[config.mk]
export PLATFORM = sky130hd
export DESIGN_NAME = pipeline_ctrl
export DESIGN_NICKNAME = d
export VERILOG_FILES = /design/src/rtl/pipeline_ctrl.sv
export SDC_FILE = /design/constraint.sdc
export NUM_CORES = 1
export LEC_CHECK = 0
export CORE_UTILIZATION = 55
export CTS_CLUSTER_DIAMETER = 150
export DETAILED_ROUTE_END_ITERATION = 10
export PLACE_DENSITY = 0.91
export SLEW_MARGIN = 20
export SYNTH_ARGS = -nofsm -noshare
export SYNTH_HDL_FRONTEND = slang
export SYNTH_SLANG_ARGS = --single-unit
[constraint.sdc]
create_clock -name clk -period 4.5 [get_ports clk]
set_input_delay 1.125 -clock clk [delete_from_list [all_inputs] [get_ports clk]]
set_output_delay 1.125 -clock clk [all_outputs]
set_load 0.01 [all_outputs]
[src/rtl/pipeline_ctrl.sv]
// Pipeline sequencing for the 5-stage MIPS core: load-use stalls, wrong-path
// flushes on redirects, the exit-syscall halt/resume FSM and the statistics counters.
module pipeline_ctrl #(
   parameter int CNT_W     = 32,
   parameter int DRAIN_CYC = 2
) (
   input  logic             clk,
   input  logic             rst_n,
   input  logic             id_r1_used,
   input  logic             id_r2_used,
   input  logic [4:0]       id_rs,
   input  logic [4:0]       id_rt,
   input  logic             ex_valid,
   input  logic             ex_mem_to_reg,
   input  logic [4:0]       ex_rd,
   input  logic             ex_jump,
   input  logic             ex_branch_taken,
   input  logic             ex_syscall,
   input  logic             ex_halt_req,
   input  logic             go,
   output logic             pc_en,
   output logic             ifid_en,
   output logic             ifid_flush,
   output logic             idex_flush,
   output logic             halted,
   output logic [CNT_W-1:0] cycle_cnt,
   output logic [CNT_W-1:0] jump_cnt,
   output logic [CNT_W-1:0] branch_cnt,
   output logic [CNT_W-1:0] stall_cnt
);

   typedef enum logic [1:0] {
      RUN    = 2'd0,
      DRAIN  = 2'd1,
      HALTED = 2'd2
   } state_t;

   localparam int            DW         = (DRAIN_CYC > 1) ? $clog2(DRAIN_CYC) : 1;
   localparam logic [DW-1:0] DRAIN_LAST = DW'(DRAIN_CYC - 1);

   state_t           state_q, state_d;
   logic [DW-1:0]    drain_q, drain_d;
   logic [CNT_W-1:0] cycle_q, jump_q, branch_q, stall_q;
   logic             redirect_s, halt_s, lu_s, stall_sel_s;

   assign redirect_s = ex_valid & (ex_jump | ex_branch_taken);
   assign halt_s     = ex_valid & ex_syscall & ex_halt_req;
   assign lu_s       = ex_valid & ex_mem_to_reg & (ex_rd != 5'd0) &
                       ((id_r1_used & (id_rs == ex_rd)) | (id_r2_used & (id_rt == ex_rd)));

   // Next-state and control decode; reset forces the free-running control pattern
   always_comb begin
      state_d     = state_q;
      drain_d     = drain_q;
      pc_en       = 1'b1;
      ifid_en     = 1'b1;
      ifid_flush  = 1'b0;
      idex_flush  = 1'b0;
      stall_sel_s = 1'b0;
      if (!rst_n) begin
         state_d = RUN;
         drain_d = {DW{1'b0}};
      end else begin
         case (state_q)
            RUN: begin
               if (halt_s) begin
                  pc_en      = 1'b0;
                  ifid_en    = 1'b0;
                  ifid_flush = 1'b1;
                  idex_flush = 1'b1;
                  state_d    = DRAIN;
                  drain_d    = {DW{1'b0}};
               end else if (redirect_s) begin
                  // load-use is moot here: its consumer sits on the wrong path
                  ifid_flush = 1'b1;
                  idex_flush = 1'b1;
               end else if (lu_s) begin
                  pc_en       = 1'b0;
                  ifid_en     = 1'b0;
                  idex_flush  = 1'b1;
                  stall_sel_s = 1'b1;
               end else begin
                  pc_en = 1'b1;
               end
            end
            DRAIN: begin
               pc_en      = 1'b0;
               ifid_en    = 1'b0;
               ifid_flush = 1'b1;
               idex_flush = 1'b1;
               if (drain_q == DRAIN_LAST) begin
                  state_d = HALTED;
               end else begin
                  drain_d = drain_q + DW'(1);
               end
            end
            HALTED: begin
               pc_en      = 1'b0;
               ifid_en    = 1'b0;
               ifid_flush = 1'b1;
               idex_flush = 1'b1;
               if (go) begin
                  state_d = RUN;
               end else begin
                  state_d = HALTED;
               end
            end
            default: begin
               state_d = RUN;
               drain_d = {DW{1'b0}};
            end
         endcase
      end
   end

   // State and statistics registers; event counters only advance in RUN
   always_ff @(posedge clk) begin
      if (!rst_n) begin
         state_q  <= RUN;
         drain_q  <= {DW{1'b0}};
         cycle_q  <= {CNT_W{1'b0}};
         jump_q   <= {CNT_W{1'b0}};
         branch_q <= {CNT_W{1'b0}};
         stall_q  <= {CNT_W{1'b0}};
      end else begin
         state_q <= state_d;
         drain_q <= drain_d;
         if (state_q != HALTED) cycle_q <= cycle_q + CNT_W'(1);
         if ((state_q == RUN) && ex_valid && ex_jump) jump_q <= jump_q + CNT_W'(1);
         if ((state_q == RUN) && ex_valid && ex_branch_taken) branch_q <= branch_q + CNT_W'(1);
         if (stall_sel_s) stall_q <= stall_q + CNT_W'(1);
      end
   end

   assign halted     = rst_n & (state_q == HALTED);
   assign cycle_cnt  = rst_n ? cycle_q  : {CNT_W{1'b0}};
   assign jump_cnt   = rst_n ? jump_q   : {CNT_W{1'b0}};
   assign branch_cnt = rst_n ? branch_q : {CNT_W{1'b0}};
   assign stall_cnt  = rst_n ? stall_q  : {CNT_W{1'b0}};

endmodule

==> impl_metrics.ini <==
[critical_path]
cp_max_fo = 5
worst_setup_path_start_kind = input pin
worst-endpoint-arrival_ns = 3.28
worst_ep_required_time_ns = 3.38
worst-setup-path-type = in2out
worstSetupEndpointType = primary output

[yosys]
synthSimpleGateAreaFrac = 0.3866
dominantRegCellSynth = dfxtp_1
muxShareOfSynthArea = 0.03683
number_of_synthesized_flops_with_an_enable_pin = 0
synth-xor-area-share = 0.1070
synth_fp_nets = 922
ys_ff_latch = 131
yosysWarningCount = 0
async_flop_share = 0
synth.lib_cells_used.distinct = 51
synth-compound-area-share = 0.05716
post_synth_fa_ha_maj_area_fraction = 0.01390
combinational_family_with_the_most_area_after_synthesis = simple AND/OR/NAND/NOR gates
synthesis.area_per_instance_um2 = 8.110
synth-seq-area-share = 0.3641
netlist_instances = 888
post_synth_instance_area_mm2 = 0.007202

[clocking]
clock_tree_from_tritoncts = built
cts.sink_count = 131
cts_hold_buf = 0
numCtsBuffers = 17
clock_tree.buffer_depth = 2
worst_skew_pair.late_latency_ns = 0.42
root_buffer = clkbuf_16
path_clk_slew_ns = 0.05
ctsHtreeMaxLevel = 4

[die]
boundaryPins = 159
std_cell_rows = 41
initial_cell_density_of_the_core = 0.5684
die-width_um = 116.4
fp.dieArea_mm2 = 0.01356
core_area_mm2 = 0.01267
die_height_um = 116.4

[timing]
post_route_skew_ns = 0.007895
fin_tns_setup_ns = 0
worst_margin_slew_ns = 0.8186
final_hold_viol_count = 0
post_route_setup_slack_ns = 0.09142
hold_ws_ns = 0.4876
rsz0062_at_grt = no
final_setup_viols = 0
timing.max_slew.rel_slack = 0.4492
min_period_over_period = 0.9797
final-max-slew-violation-count = 0
max_freq_mhz = 226.8
min_period_ns = 4.409

[grt]
met1_usage = 0.3366
antenna_violations_before_repair = 0
grt.total_usage = 0.2793
first_global_vias = 6265
groute.layer.met2.usage = 0.4710
gr-total-overflow = 0
largest_net_degree_at_the_start_of_global_routing = 54
m3_gr_usage = 0.07213
busiest_layer = met2
grt_first_pass_wirelength_mm = 29.69

[run]
drv.max_cap_violation_count = 0

[cells_and_area]
final_layout_size_suffix_gt1_frac = 0.07464
antennaDiodeCount = 0
area_growth_pct = 32.38
nNetsFinal = 1066
finalCoreUtilization = 0.7524

[placement]
hpwlAfterDp_mm = 12.83
final_weighted_congestion_of_routability_driven_global_placement = 0.8454
place_worst_setup_slack_ns = 0.03780
buffer_ports.inserted = 158

[detailed_routing]
wl_per_cell_um = 15.16
drtIter0Drc = 486
postRouteWirelength_mm = 18.45
post-route-drc-count = 0
route.detailed.vias_per_inst = 5.670
postRouteAntennaNets = 0
via_count = 6900
firstDrtPassIters = 5

[status]
run_status = complete, no violations

[hold_path]
holdCritPathClass = reg2reg

[power_and_ir_drop]
power.total_mw = 2.650
power_density_mw_per_mm2 = 278.0
leakage_nw = 3.347
vdd_drop_max_v = 0.0002391
[synth_stat cells (2+ instances only)]
master,number,share of area
a31oi_1,2,0.0017
o31ai_1,15,0.016
nand2b_1,4,0.0035
nor2b_1,2,0.0017
xor2_1,43,0.052
nand2_1,48,0.025
o31a_1,2,0.0024
and4_1,13,0.016
and3_1,18,0.016
nand4_1,47,0.041
and2_2,2,0.0021
and2_1,131,0.11
or3_1,8,0.0069
mux2_2,20,0.031
mux2i_1,4,0.0056
or4_1,20,0.021
buf_2,6,0.0042
nor3_1,23,0.016
and4b_1,2,0.0028
dfxtp_1,131,0.36
ha_1,8,0.014
nor3b_1,3,0.0031
o21a_1,3,0.0031
o21ai_0,11,0.0076
nor4_1,16,0.014
nand3_1,45,0.031
clkbuf_1,37,0.019
nor2_1,119,0.062
a21oi_1,25,0.017
inv_1,14,0.0073
nand4b_1,2,0.0024
xnor2_1,45,0.055
[cell usage in the layout, fill, tap and decap left out, drive strengths merged, types with 15 or more instances in the layout]
master and instances:
and3 18, a21oi 25, and2 134, nor4 16
nand3 45, dfxtp 131, or4 20, inv 15
o31ai 15, nor3 23, clkbuf 21, xnor2 45
nor2 119, xor2 43, clkdlybuf4s50 155, nand2 48
mux2 20, nand4 47
[worst max-delay path, stage by stage]
cell             delay, ns
clkdlybuf4s50_1       0.42
or4_1                 0.58
o21bai_2              0.21
buf_4                 0.17
nor2_1                0.05
a41o_1                0.25
clkdlybuf4s50_1       0.48
[cell type report]
class	count	area [um2]
clock buffers	21	470.5
clock inverters	11	105.1
fillers	926	3137
inverters	15	58.81
multi-input cells	696	4368
flip-flops and latches	131	2623
well taps	172	215.2
repair buffers	171	1694
[power breakdown]
part	internal [mW]	total (mW)	switching, mW
registers	1.17	1.17	0.00759
clock network	0.804	1.33	0.522
logic	0.0641	0.151	0.0868
[routing by layer]
| metal | vias to the layer above | wire [um] |
|---|---|---|
| li1 | 3383 | - |
| met1 | 3217 | 7881 |
| met2 | 260 | 8872 |
| met3 | 40 | 1293 |
| met4 | 0 | 406 |
| met5 | - | 0 |
[cells by family after synthesis]
| group | count (synthesis) |
|---|---|
| AND/OR/NAND/NOR | 510 |
| flip-flops | 131 |
| XOR/XNOR | 88 |
| AO/OA/AOI/OAI | 66 |
| buffers and inverters | 61 |
| multiplexers | 24 |
| adder cells (fa/ha/maj) | 8 |
[sequential cells by signal (all words and copies together), names as in the netlist]
signal / count
state_q: 2
jump_q: 32
branch_q: 32
cycle_q: 32
drain_q: 1
stall_q: 32
[path summary, 6_finish.rpt]
check	cells past startpoint	slack, ns	startpoint	to
hold / removal	2	0.49	jump_q[31]$_SDFFE_PN0P_	jump_q[31]$_SDFFE_PN0P_
hold reg to reg	2	0.49	jump_q[31]$_SDFFE_PN0P_	jump_q[31]$_SDFFE_PN0P_
setup / recovery	7	0.09	ex_rd[1]	idex_flush
setup reg to reg	7	1.58	state_q[0]$_SDFFE_PN0P_	jump_q[25]$_SDFFE_PN0P_
[through the flow]
stage / area [um2] / instances
after global placement: 8924 / 1185
after floorplan: 7202 / 888
after CTS: 9499 / 1217
after global routing: 9534 / 1217
final: 9534 / 1217
after detailed placement: 8924 / 1185
[repair_timing]
item                                    CTS  global route
resized for setup                         0             6
endpoints found under the setup margin    0             3
buffers inserted                          0             0
Power figures use the tool's default switching activity.
